$ cat src/rtl/hs_error_arbiter.sv
// Two-channel 4-phase arbiter sharing one error-detecting stage.
// Grants, strobes the stage, re-samples on timing errors, forwards downstream.
//
// Ports:
//   clk, rst         : clock, asynchronous active-high reset
//   Lreq0 / Lack0    : channel-0 upstream 4-phase handshake
//   Lreq1 / Lack1    : channel-1 upstream 4-phase handshake
//   Rreq / Rack      : downstream 4-phase handshake
//   sel              : stage input-mux select (0 = ch0, 1 = ch1)
//   sample           : one-cycle latch strobe for stage + shadow register
//   Err              : stage error flag (async, synchronized here)
//   retry_cnt        : re-samples taken in the current transaction
//   err_fatal        : sticky flag, a transaction ran out of retries
module hs_error_arbiter #(
  parameter int SETUP_CYCLES = 2,
  parameter int ERR_WAIT     = 4,
  parameter int MAX_RETRY    = 3
) (
  input  logic                             clk,
  input  logic                             rst,
  input  logic                             Lreq0,
  output logic                             Lack0,
  input  logic                             Lreq1,
  output logic                             Lack1,
  output logic                             Rreq,
  input  logic                             Rack,
  output logic                             sel,
  output logic                             sample,
  input  logic                             Err,
  output logic [$clog2(MAX_RETRY+1)-1:0]   retry_cnt,
  output logic                             err_fatal
);

  localparam int CMAX =
    (SETUP_CYCLES > ERR_WAIT) ? SETUP_CYCLES : ERR_WAIT;
  localparam int CW = $clog2(CMAX + 1);
  localparam int RW = $clog2(MAX_RETRY + 1);

  localparam logic [CW-1:0] SETUP_LAST = CW'(SETUP_CYCLES - 1);
  localparam logic [CW-1:0] WAIT_LAST  = CW'(ERR_WAIT - 1);
  localparam logic [RW-1:0] RETRY_MAX  = RW'(MAX_RETRY);

  typedef enum logic [2:0] {
    S_IDLE,
    S_SETUP,
    S_SAMPLE,
    S_ERRWAIT,
    S_REQ,
    S_ACK,
    S_RTZ
  } state_t;

  state_t          r_state;
  logic [CW-1:0]   r_cnt;
  logic [RW-1:0]   r_retry;
  logic            r_prio;
  logic            r_sel;
  logic            r_sample;
  logic            r_rreq;
  logic            r_lack0;
  logic            r_lack1;
  logic            r_fatal;

  logic [1:0]      r_lreq0_sync;
  logic [1:0]      r_lreq1_sync;
  logic [1:0]      r_rack_sync;
  logic [1:0]      r_err_sync;

  logic            w_lreq0;
  logic            w_lreq1;
  logic            w_rack;
  logic            w_err;
  logic            w_any;
  logic            w_win;
  logic            w_lreq_g;

  // Two-flop synchronizers on every asynchronous input.
  always_ff @(posedge clk or posedge rst) begin
    if (rst) begin
      r_lreq0_sync <= '0;
      r_lreq1_sync <= '0;
      r_rack_sync  <= '0;
      r_err_sync   <= '0;
    end else begin
      r_lreq0_sync <= {r_lreq0_sync[0], Lreq0};
      r_lreq1_sync <= {r_lreq1_sync[0], Lreq1};
      r_rack_sync  <= {r_rack_sync[0], Rack};
      r_err_sync   <= {r_err_sync[0], Err};
    end
  end

  assign w_lreq0 = r_lreq0_sync[1];
  assign w_lreq1 = r_lreq1_sync[1];
  assign w_rack  = r_rack_sync[1];
  assign w_err   = r_err_sync[1];

  assign w_any = w_lreq0 | w_lreq1;

  // Contention goes to prio; otherwise the lone requester wins.
  assign w_win = (w_lreq0 & w_lreq1) ? r_prio : w_lreq1;

  // Return-to-zero is watched on the granted channel only.
  assign w_lreq_g = r_sel ? w_lreq1 : w_lreq0;

  always_ff @(posedge clk or posedge rst) begin
    if (rst) begin
      r_state  <= S_IDLE;
      r_cnt    <= '0;
      r_retry  <= '0;
      r_prio   <= 1'b0;
      r_sel    <= 1'b0;
      r_sample <= 1'b0;
      r_rreq   <= 1'b0;
      r_lack0  <= 1'b0;
      r_lack1  <= 1'b0;
      r_fatal  <= 1'b0;
    end else begin
      r_sample <= 1'b0;
      unique case (r_state)
        S_IDLE: begin
          if (w_any) begin
            r_sel   <= w_win;
            r_retry <= '0;
            r_cnt   <= '0;
            r_state <= S_SETUP;
          end
        end
        S_SETUP: begin
          if (r_cnt == SETUP_LAST) begin
            r_cnt    <= '0;
            r_sample <= 1'b1;
            r_state  <= S_SAMPLE;
          end else begin
            r_cnt <= r_cnt + 1'b1;
          end
        end
        S_SAMPLE: begin
          r_cnt   <= '0;
          r_state <= S_ERRWAIT;
        end
        S_ERRWAIT: begin
          // Err is judged on the final window cycle only.
          if (r_cnt == WAIT_LAST) begin
            r_cnt <= '0;
            if (!w_err) begin
              r_rreq  <= 1'b1;
              r_state <= S_REQ;
            end else if (r_retry < RETRY_MAX) begin
              r_retry <= r_retry + 1'b1;
              r_state <= S_SETUP;
            end else begin
              // Out of retries: forward anyway, flag it.
              r_fatal <= 1'b1;
              r_rreq  <= 1'b1;
              r_state <= S_REQ;
            end
          end else begin
            r_cnt <= r_cnt + 1'b1;
          end
        end
        S_REQ: begin
          if (w_rack) begin
            r_lack0 <= ~r_sel;
            r_lack1 <= r_sel;
            r_state <= S_ACK;
          end
        end
        S_ACK: begin
          if (!w_lreq_g) begin
            r_rreq  <= 1'b0;
            r_state <= S_RTZ;
          end
        end
        S_RTZ: begin
          if (!w_rack) begin
            r_lack0 <= 1'b0;
            r_lack1 <= 1'b0;
            // Hand priority to the other channel so it cannot starve.
            r_prio  <= ~r_sel;
            r_state <= S_IDLE;
          end
        end
        default: r_state <= S_IDLE;
      endcase
    end
  end

  assign Lack0     = r_lack0;
  assign Lack1     = r_lack1;
  assign Rreq      = r_rreq;
  assign sel       = r_sel;
  assign sample    = r_sample;
  assign retry_cnt = r_retry;
  assign err_fatal = r_fatal;

endmodule
$ cat config.mk
export PLATFORM = sky130hd
export DESIGN_NAME = hs_error_arbiter
export DESIGN_NICKNAME = d
export VERILOG_FILES = /design/src/rtl/hs_error_arbiter.sv
export SDC_FILE = /design/constraint.sdc
export NUM_CORES = 1
export LEC_CHECK = 0
export CAP_MARGIN = 40
export CORE_MARGIN = 4
export CORE_UTILIZATION = 40
export DETAILED_ROUTE_END_ITERATION = 10
export GPL_TIMING_DRIVEN = 0
export RECOVER_POWER = 100
export SLEW_MARGIN = 10
export SYNTH_ARGS = -nofsm -noshare
export SYNTH_HDL_FRONTEND = slang
export SYNTH_SLANG_ARGS = --single-unit
$ cat constraint.sdc
create_clock -name clk -period 1.7 [get_ports clk]
set_clock_uncertainty 0.2 [all_clocks]
set_input_delay 0.255 -clock clk [delete_from_list [all_inputs] [get_ports clk]]
set_output_delay 0.255 -clock clk [all_outputs]
set_load 0.02 [all_outputs]
Yosys cells after proc, flatten, opt, wreduce, memory -nomap -nowiden

Index checks and enable logic that the tools add are counted.

$add $sub $neg: 2
$lt $le $gt $ge: 1
Eq/ne operators: 17
Muxes and demuxes: 32
Bitwise operators: 5
Reductions and logical operators: 13

Operator list:

| cell                                                             | count |
|---|---|
| 3-bit 2-to-1 mux                                                 | 11 |
| 3-bit one-hot mux with 7 select lines                            | 1 |
| 2-bit inequality test (second input constant)                    | 8 |
| 3-bit one-hot mux with 4 select lines                            | 1 |
| 1-bit 2-to-1 mux                                                 | 11 |
| 3-bit by 2-bit == test with 1-bit output (second input constant) | 3 |
| 3-bit == test (second input constant)                            | 3 |
| 2-bit 2-to-1 mux                                                 | 4 |
| 4-bit AND reduction                                              | 2 |
| 3-bit by 1-bit == test with 1-bit output (second input constant) | 2 |
| 1-bit one-hot mux with 2 select lines                            | 3 |
| 2-bit AND reduction                                              | 3 |
| 6-bit AND reduction                                              | 1 |
| 2-bit nonzero test                                               | 3 |
| 5-bit AND reduction                                              | 1 |
| 2-bit one-hot mux with 2 select lines                            | 1 |
| 4-bit nonzero test                                               | 1 |
| 3-bit by 1-bit adder with 3-bit output (second input constant)   | 1 |
| 3-bit zero test                                                  | 1 |
| 3-bit inequality test (second input constant)                    | 1 |
| 1-bit inverter                                                   | 3 |
| 3-bit AND reduction                                              | 1 |
| 2-bit by 1-bit adder with 2-bit output (second input constant)   | 1 |
| 2-bit < comparator (second input constant)                       | 1 |
| other kinds (2)                                                  | 2 |

Bits in registers: 23
Output and inout port bits: 8
Logic and storage cells: 84

Depth between registers and ports, before layout

Gate-level depths: netlist of run 1.

Depth in word-level cells: 5
Depth in mapped cells: 6
Gate-level depth less buffers: 6

Worst setup path after synthesis of run 1

Ideal clock, no wire load.

Path type: register -> register
Start point: register r_sel (netlist: sel)
End point: register r_state[0]
Arrival: 1.537 ns
Setup slack: -0.162 ns
Stages on the path, launching flop included: 5
Buffers on the path: 0
Path through: dfrtp_1 -> mux2_4 -> a32oi_4 -> o211ai_4 -> mux2_4

Word-level cells in the longest chain between the ends: 3

RTL lines:

| item                                   | line | text |
|---|---|---|
| start, declared                        | 57   | `logic r_sel;` |
| start signal, assigned                 | 122  | `r_sel <= w_win;` |
| 1-bit 2-to-1 mux                       | 103  | `assign w_lreq_g = r_sel ? w_lreq1 : w_lreq0;` |
| 2-bit inequality test (no source line) | n/a  |  |
| 6-bit AND reduction (no source line)   | n/a  |  |
| end signal, assigned                   | 107  | `r_state <= S_IDLE;` |
| end signal, assigned                   | 125  | `r_state <= S_SETUP;` |
| end signal, assigned                   | 132  | `r_state <= S_SAMPLE;` |
| end, declared                          | 53   | `state_t r_state;` |

No other way between the ends.
A chain may end at the register's enable or synchronous reset.

Worst setup path after layout of run 1

Start point: register r_state[1]
End point: register r_state[2]

Word-level cells in the longest chain between the ends: 3

RTL lines:

| item                                                                   | line | text |
|---|---|---|
| 3-bit by 2-bit == test with 1-bit output, or another cell as far along | 119  | `unique case (r_state)` |
| 2-bit inequality test (no source line)                                 | n/a  |  |
| 6-bit AND reduction (no source line)                                   | n/a  |  |

Parallel ways exist; a longest one is shown, timed or not.

==> results of run 1 <==
[kinds of logic after synthesis]
group | synth area share, %
AOI/OAI and AO/OA | 18.0
adders and majority gates | 5.57
buffers and inverters | 4.68
DFF | 51.2
muxes | 7.68
and+or+nand+nor | 12.8
[per-layer routing]
| metal | vias up | share of wire (%) | global-route usage [%] |
|---|---|---|---|
| li1 | 427 | - | - |
| met1 | 409 | 48 | 18.9 |
| met2 | 21 | 47 | 24.3 |
| met3 | 4 | 3.6 | 1.91 |
| met4 | 0 | 1.4 | 4.64 |
| met5 | - | 0 | 0 |
[metrics by stage]
step / util, % / hold WS [ns]
2_1_floorplan: - / 0.0567
6_report: 59.9 / 0.140
4_1_cts: 56.9 / 0.0363
5_1_grt: 59.9 / 0.169
3_5_place_dp: 51.1 / 0.135
3_3_place_gp: 50.5 / 0.131
[synthesized netlist by cell type, types with 2 or more instances]
library cell   n
nand2_1        9
inv_1          8
nand3_1        3
buf_2          3
nor3b_1        2
nand2b_1       3
a2bb2oi_1      2
o21ai_0        4
o21ai_1        2
o22ai_1        3
a22oi_1        2
mux2i_1        3
a31oi_1        3
ha_1           5
a21oi_1        4
dfrtp_1       23
nor2b_1        3
nor2_1         6
mux2_4         3
[flip-flops by register name (all words and copies together) (netlist names)]
| register | count |
|---|---|
| sample | 1 |
| Lack1 | 1 |
| r_cnt | 3 |
| Lack0 | 1 |
| r_rack_sync | 2 |
| r_lreq0_sync | 2 |
| r_err_sync | 2 |
| r_prio | 1 |
| sel | 1 |
| r_lreq1_sync | 2 |
| err_fatal | 1 |
| retry_cnt | 2 |
| r_state | 3 |
| Rreq | 1 |
[worst min path at each step]
stage	depth (start not counted)	slack [ns]	endpoint	start
floorplan	1	0.06	Lack0$_DFFE_PP0P_	rst
global route	2	0.17	r_lreq0_sync[0]$_DFF_PP0_	rst
CTS	2	0.04	r_err_sync[1]$_DFF_PP0_	rst
finish	2	0.14	r_lreq0_sync[0]$_DFF_PP0_	rst
global placement	0	0.13	r_lreq0_sync[1]$_DFF_PP0_	r_lreq0_sync[0]$_DFF_PP0_
detailed placement	0	0.13	r_lreq0_sync[1]$_DFF_PP0_	r_lreq0_sync[0]$_DFF_PP0_
[critical path: cells and delay by family (launching register included)]
kind,cells,cell delay [ns]
AO/OA/AOI/OAI,2,0.22
buffers and inverters,1,0.17
flip-flops,1,0.48
multiplexers,1,0.32
AND/OR/NAND/NOR,1,0.24
[final cells by class]
| type | instances | share of cell area, % |
|---|---|---|
| tap | 30 | 2.44 |
| buffer | 2 | 1.06 |
| clock buffer | 4 | 1.71 |
| inverter | 9 | 2.20 |
| multi-input combinational | 67 | 39.0 |
| sequential | 23 | 37.8 |
| timing repair buffer | 29 | 15.8 |
[where the power goes]
part,internal (mW),switching (mW)
clock,0.0917,0.172
sequential,0.703,0.153
combinational,0.817,0.745
[timing repair]
action                     in CTS  in global routing
setup endpoints to repair      14                 10
setup buffers                  11                  4
cloned                          0                  0
gates resized for setup        23                 10
pin swaps                       6                  5
==> results.md, run 1 <==
* Synth unique cells at 31
* Worst flop-to-flop path endpoint: r_state[2]$_DFFE_PP0P_
* Vias per inst at 5.25
* DP HPWL at 1610 µm
* Die H at 61 µm
* Setup TNS at -0.0615 ns
* First-pass GRT wire length at 3980 µm
* GP Congestion at 0.773
* MaxCap Viol Count at 0
* Worst slew margin at 60.7%
* Clock tree sinks at 23
* Synth Instances at 103
* CTS Buf Count at 3
* H-tree depth at 1
* Crit share post-route at 102%
* Synthesized area per cell at 10.9 µm²
* Setup crit start: r_state[1]$_DFFE_PP0P_
* Flops & latches, synth at 23
* Nets at 146
* Final Non-Filler Cells at 164
* Kind of critical path: reg2reg
* Least-Margin Pin Slew at 0.588 ns
* Leading area contributor after synthesis: dfrtp_1
* Sequential Area at 582 µm²
* Area Overhead vs Synth at 36.9%
* VDD IR max at 1.06 mV
* Pre-CTS WS at -0.171 ns
* CTS max path bufs at 2
* Clk pin slew, worst setup/hold paths at 0.13 ns
* Initial Utilization at 43.8%
* Placed Cells at 147
* EDFF count, synth at 0
* Fin. max-slew vios at 0
* Main synth FF type: dfrtp_1
* Status: finished, violations left
* Synth Cell Area at 1120 µm²
* Drt first pass iters at 4
* Clock root cell: clkbuf_4
* Worst EP arrival at 1.74 ns
* GR Overflow Total at 0
* Core box area at 2570 µm²
* Initial DRC count at 15
* Multi-input combinational cell area at 599 µm²
* Die width at 61 µm
* Post-route ant nets at 0
* Drt wl/cell at 14.6 µm
* Async S/R FF share, synth at 100%
* Worst reg2reg setup slack at -0.03 ns
* Final setup violation count at 3
* P_leak at 0.689 nW
* Synth warn at 0
* Vias at 861
* Top cells by area, synth: dfrtp_1 (51%), ha_1 (5.6%), mux2_4 (4.0%)
* Largest net degree at the start of global routing at 14
* Boundary pin count at 14
* Slowest stage delay, CP at 0.48 ns
* Achievable Freq at 579 MHz
* Req. time, crit path at 1.72 ns
* Fin. Hold Viols at 0
* Global Route Usage Sum at 14.3%
* Hold Crit Class: in2async
* Sequential share of the synthesized area at 51.2%
* Total wire length at 2390 µm
* Row Count at 18
* Design area at 1540 µm²
* CTS tree: done
* FILL cells at 247
* Pwr Density at 1740 nW/µm²
* Worst Setup Start Kind: register
* Total power at 2.68 mW
* Critical path's slowest cell: dfrtp_2
* Top-area cell type share of the netlist area at 51.2%
* Worst-case reg-to-reg path depth at 5
* Layout cell share with drive strength beyond 1 at 35.1%
* Diodes inserted at 0
* Commonest cells after routing, fill and taps aside: dfrtp_1 (18), buf_4 (14), nand2_1 (9), inv_1 (7), dlygate4sd2_1 (7)
* Vias in the first global route at 924
* Die area at 3720 µm²
* Synthesized Nets at 114
* Worst-skew pair later-pin latency at 0.31 ns
* Port buffer count at 13
* RSZ-0062 raised after global routing: true
* Post-route minimum period at 1.73 ns
* Worst setup margin at -0.0285 ns
* CP endpoint kind: register
* Most common cell after layout, fill and taps aside: dfrtp_1
* Cell Chain, Critical Path: buf_4 > nor3b_2 > a32oi_4 > o211ai_4 > mux2_4
* Critical-path maximum fanout at 7
* Crit path to: r_state[2]$_DFFE_PP0P_
* Hold_buf cts at 0
* Initial antenna violation count at 0
* Failing checks: setup timing
* DP Area at 1310 µm²
* FF-to-FF Start: r_state[1]$_DFFE_PP0P_
* DRC at 0
Note: power is estimated with default switching activity, not from simulation.
==> run 2, diff against run 1 <==
--- a/config.mk
+++ b/config.mk
@@ -9,7 +9,9 @@
 export CORE_MARGIN = 4
 export CORE_UTILIZATION = 40
 export DETAILED_ROUTE_END_ITERATION = 10
+export DONT_BUFFER_PORTS = 1
 export GPL_TIMING_DRIVEN = 0
+export PLACE_DENSITY = 0.61
 export RECOVER_POWER = 100
 export SLEW_MARGIN = 10
 export SYNTH_ARGS = -nofsm -noshare
==> run 2 against run 1 <==
Against the previous run: the run still ends with setup timing left; critical path depth shrank 1; via count shrank 8.6%; combinational power shrank 28%; sequential power grew 11%; die area is the same; non-clock buffer count shrank 15; final cell count shrank 9.1%; critical endpoint unchanged; largest cell class is now sequential cells; highest routed layer unchanged.
==> results.md, run 2 (same netlist as run 1, synthesis figures left out) <==
* Post-route ant nets at 0 (unchanged)
* Initial DRC count at 14 (-1)
* Hold Crit Class: in2async
* H-tree depth at 1 (unchanged)
* Top flop regs: r_cnt: 3 flops, r_state: 3 flops
* MaxCap Viol Count at 0 (unchanged)
* Worst setup margin at -0.111 ns (-0.0828 ns)
* Vias per inst at 5.28 (+0.61%)
* Total wire length at 2160 µm (-9.6%)
* Layout cell share with drive strength beyond 1 at 29.4% (-5.7 points)
* RSZ-0062 raised after global routing: true
* Vias in the first global route at 855 (-7.5%)
* Critical-path maximum fanout at 6 (-1)
* Fin. Hold Viols at 0 (unchanged)
* Die area at 3720 µm² (unchanged)
* Fin. max-slew vios at 0 (unchanged)
* Clk pin slew, worst setup/hold paths at 0.14 ns (about the same)
* Largest net degree at the start of global routing at 15 (+1)
* Vias at 787 (-8.6%)
* CTS max path bufs at 2 (unchanged)
* DRC at 0 (unchanged)
* Area Overhead vs Synth at 21.7%
* Global Route Usage Sum at 13.9% (-0.45 points)
* Drt first pass iters at 4 (unchanged)
* Final Non-Filler Cells at 149 (-9.1%)
* Crit share post-route at 107% (+4.9 points)
* Die width at 61 µm (unchanged)
* DP HPWL at 1460 µm (-8.9%)
* Clock root cell: clkbuf_4
* Achievable Freq at 552 MHz (-4.6%)
* Placed Cells at 134 (-8.8%)
* Pre-CTS WS at -0.143 ns (+0.0283 ns)
* Kind of critical path: reg2reg
* Worst EP arrival at 1.83 ns (+0.09 ns)
* Commonest cells after routing, fill and taps aside: dfrtp_1 (19), nand2_1 (9), inv_1 (8), nor2_1 (6), buf_4 (6)
* CP endpoint kind: register
* CTS Buf Count at 3 (unchanged)
* Least-Margin Pin Slew at 0.538 ns (-0.0500 ns)
* Port buffer count at 0 (-13)
* GP Congestion at 0.736 (-4.8%)
* VDD IR max at 0.891 mV (-16%)
* Worst slew margin at 64.1% (+3.3 points)
* Pwr Density at 1720 nW/µm² (-1.4%)
* Core box area at 2570 µm² (unchanged)
* Clock tree sinks at 23 (unchanged)
* Post-route minimum period at 1.81 ns (+0.0828 ns)
* Row Count at 18 (unchanged)
* Diodes inserted at 0 (unchanged)
* Die H at 61 µm (unchanged)
* Worst Setup Start Kind: register
* Boundary pin count at 14 (unchanged)
* Initial Utilization at 43.8% (unchanged)
* First-pass GRT wire length at 3760 µm (-5.6%)
* GR Overflow Total at 0 (unchanged)
* Failing checks: setup timing
* Final setup violation count at 5 (+2)
* Worst-skew pair later-pin latency at 0.33 ns (+0.02 ns)
* Req. time, crit path at 1.72 ns (about the same)
* Nets at 131 (-10%)
* Drt wl/cell at 14.5 µm (-0.54%)
* CTS tree: done
* Initial antenna violation count at 0 (unchanged)
* Status: finished, violations left
* Most common cell after layout, fill and taps aside: dfrtp_1
* P_leak at 0.607 nW (-12%)
-- run 2: cell types whose count changed in the layout (fill, tap and decap cells not counted), moves of 2 or more --
| cell | previous run | this run |
|---|---|---|
| clkbuf_1 | 2 | 0 |
| dlygate4sd2_1 | 7 | 0 |
| buf_4 | 14 | 6 |
| clkbuf_2 | 0 | 2 |
| ha_1 | 2 | 4 |
| nand2b_4 | 3 | 1 |
-- run 2: where the power goes --
group | leakage, nW | switching (mW) | internal (mW) | total [mW]
combinational | 0.318 | 0.544 | 0.586 | 1.13
clock | 0.0139 | 0.181 | 0.0901 | 0.271
sequential | 0.274 | 0.252 | 0.700 | 0.953
total | 0.607 | 0.976 | 1.38 | 2.35
-- run 2: critical path, cell delays in order, from the launching register on --
cell and delay (ns):
dfrtp_2 0.52, mux2_4 0.34, a32oi_4 0.22, o211ai_4 0.13, mux2_4 0.31
-- run 2: what timing repair did --
| action | 4_1_cts | 5_1_grt |
|---|---|---|
| hold endpoints to repair | 27 | 0 |
| pin swaps | 4 | 1 |
| endpoints found under the setup margin | 7 | 9 |
| buffers inserted | 4 | 3 |
| gates resized for setup | 10 | 6 |
| hold buffers | 5 | 0 |
-- run 2: final timing paths --
kind,startpoint,end,slack [ns],depth (start not counted)
min reg2reg,r_lreq0_sync[0]$_DFF_PP0_,r_lreq0_sync[1]$_DFF_PP0_,0.17,0
min in group clk,r_lreq0_sync[0]$_DFF_PP0_,r_lreq0_sync[1]$_DFF_PP0_,0.17,0
max reg2reg,sel$_DFFE_PP0P_,r_state[2]$_DFFE_PP0P_,-0.11,4
min,rst,r_lreq1_sync[0]$_DFF_PP0_,0.14,2
max in group asynchronous,rst,r_state[1]$_DFFE_PP0P_,0.30,3
max,sel$_DFFE_PP0P_,r_state[2]$_DFFE_PP0P_,-0.11,4
-- run 2: area by class of cell --
| class | instances | area [µm²] |
|---|---|---|
| Sequential cell | 23 | 581 |
| Clock buffer | 3 | 22.5 |
| Timing Repair Buffer | 13 | 115 |
| Tap cell | 30 | 37.5 |
| Multi-Input combinational cell | 67 | 556 |
| Clock inverter | 1 | 7.51 |
| Inverter | 9 | 33.8 |
| Buffer | 3 | 15.0 |
| Fill cell | 238 | 1200 |
-- run 2: metal layers --
| layer | track usage, % | vias to the layer above | routed length (µm) |
|---|---|---|---|
| met4 | 8.05 | 0 | 51 |
| met1 | 17.1 | 373 | 981 |
| met3 | 3.19 | 4 | 111 |
| met5 | 0 | - | 0 |
| li1 | - | 394 | - |
| met2 | 22.1 | 16 | 1010 |
-- run 2: per-stage QoR --
stage | area, µm² | util [%] | total power [mW] | setup TNS (ns) | hold WS (ns)
after floorplan | 1130 | - | 1.67 | -0.0956 | 0.0567
after global placement | 1170 | 45.5 | 1.83 | -0.339 | 0.0865
after detailed placement | 1180 | 46.1 | 1.86 | -0.389 | -0.0166
after CTS | 1330 | 51.8 | 2.28 | -0.352 | 0.169
after global routing | 1370 | 53.3 | 2.53 | -0.705 | 0.178
final | 1370 | 53.3 | 2.35 | -0.328 | 0.139
==> edit: new RTL, flow settings as in run 1 <==
Change the parameter `ERR_WAIT` from 4 to 8.
--- a/src/rtl/hs_error_arbiter.sv
+++ b/src/rtl/hs_error_arbiter.sv
@@ -15,3 +15,3 @@
   parameter int SETUP_CYCLES = 2,
-  parameter int ERR_WAIT     = 4,
+  parameter int ERR_WAIT     = 8,
   parameter int MAX_RETRY    = 3
Formal check against the unedited RTL: same outputs for any inputs over 10 cycles, from zero or initial values and one cycle with rst high; that may be too few to reach the edited logic, so the function may still have changed.
==> edit against run 1 <==
Total power is 4.4% lower; sequential cell count rose by 1; fmax fell by 12%; critical path type unchanged; synthesized area grew 5.9%; die area grew 5.1%; cell count is the same; routed wire length fell by 1.3%; setup slack lost 0.24 ns; the run still ends with setup timing left; cell area shrank 1.4%; global-route usage fell by 0.45 points.
==> edit: results (changes against run 1) <==
* Status: finished with violations
* Failing checks: setup timing
* First-pass GRT wire length at 4420 um (+11%)
* Startpoint of the most critical register-to-register path: r_cnt[1]
* WL per Instance at 14.4 um (-1.3%)
* Mean Syn Cell Area at 11.0 um^2 (+1.0%)
* Number of global-route vias before repair at 936 (+1.3%)
* Maximum fanout count along the critical path at 3 (-4)
* Largest net degree at the start of global routing at 14 (unchanged)
* Critical path data arrival time at 1.98 ns (+0.24 ns)
* Sequential fraction of the synthesis area at 50.5% (-0.75 points)
* Leading cell types by count after synthesis: sky130_fd_sc_hd__dfrtp_1, sky130_fd_sc_hd__nand2_1, sky130_fd_sc_hd__nor2_1, sky130_fd_sc_hd__o21ai_0, sky130_fd_sc_hd__nor2b_1
* Arithmetic-cell share of the synthesized area counting full adders, half adders and majority gates at 3.15% (-2.4 points)
* CP max stage cell: sky130_fd_sc_hd__dfrtp_1
* Leakage power figure at 0.723 nW (+4.9%)
* Total nets after synthesis at 117 (+2.6%)
* Switching share of power at 38.6% (-1.3 points)
* Share of cells above drive strength 1 at 24.8% (-10 points)
* Largest cells by area after synthesis: sky130_fd_sc_hd__dfrtp_1, sky130_fd_sc_hd__nand2_1, sky130_fd_sc_hd__ha_1
* Reg2Reg Depth at 6 (+1)
* GRT Overall Usage at 13.9% (-0.45 points)
* Mux contribution to synthesized area at 7.26% (-0.43 points)
* Final setup margin at -0.270 ns (-0.242 ns)
* Compound-cell area share of the yosys netlist at 14.5% (-3.5 points)
* Final setup vio count at 9 (+6)
* HPWL Detailed at 1720 um (+6.8%)
* Least-Margin Pin Slew at 0.546 ns (-0.0428 ns)
* NumNets Final at 143 (-2.1%)
* Post-DP Area at 0.00139 mm^2 (+6.0%)
* Largest incremental delay on the critical path at 0.43 ns (-0.05 ns)
* Worst VDD drop at 0.868 mV (-18%)
* DR iter-0 viols at 42 (+27)
* Ratio of routed vias to standard cells at 5.48 (+4.3%)
[edit: cell types whose count changed after synthesis, sizes merged, moves of 2 or more]
cell and delta:
nor2b +2, inv -5, nand2 +2, ha -2, a2bb2oi -2, a32oi -2, a21o +4, o22ai -2
[edit: area by class of cell]
cell class	instances	area (um^2)
inverter	4	15.0
sequential	24	603
timing repair buffer	21	185
multi-input combinational	76	598
tap	31	38.8
buffer	4	40.0
clock buffer	4	36.3
fill	255	1290
[edit: power groups by stage]
stage	clock network (mW)	registers, mW	logic, mW
3_3_place_gp	0	0.865	1.12
5_1_grt	0.329	0.890	1.55
4_1_cts	0.309	0.860	1.33
3_5_place_dp	0	0.872	1.15
2_1_floorplan	0	0.918	0.781
6_report	0.299	0.864	1.40
[edit: per-stage QoR]
step                      hold WS (ns)  power [mW]  utilization [%]  setup WS (ns)  TNS (ns)
after floorplan                 0.0695        1.70                -         -0.198    -0.413
after global placement           0.133        1.99             49.1         -0.325     -1.10
after detailed placement         0.139        2.03             49.6         -0.362     -1.24
after CTS                       0.0607        2.50             53.2         -0.269     -1.21
after global routing             0.179        2.77             54.1         -0.330     -2.59
final                            0.163        2.56             54.1         -0.270     -1.39
[edit: metal layers]
layer  global-route usage, %  vias up  share of wire (%)
li1                        -      430                  -
met2                    22.5       13                 48
met1                    17.9      453                 47
met4                    2.75        0               0.59
met5                       0        -                  0
met3                    4.86        2                4.3
[edit: worst min path at each step]
stage,to
floorplan,Lack0
global placement,r_lreq0_sync[1]
detailed placement,r_err_sync[1]
CTS,r_rack_sync[0]
global route,r_lreq1_sync[1]
finish,r_rack_sync[0]
[edit: timing repair]
item                       CTS  global route
setup buffers                5             2
cloned                       0             0
gates resized for setup     16             5
setup endpoints to repair   15             9
pin swaps                    1             2
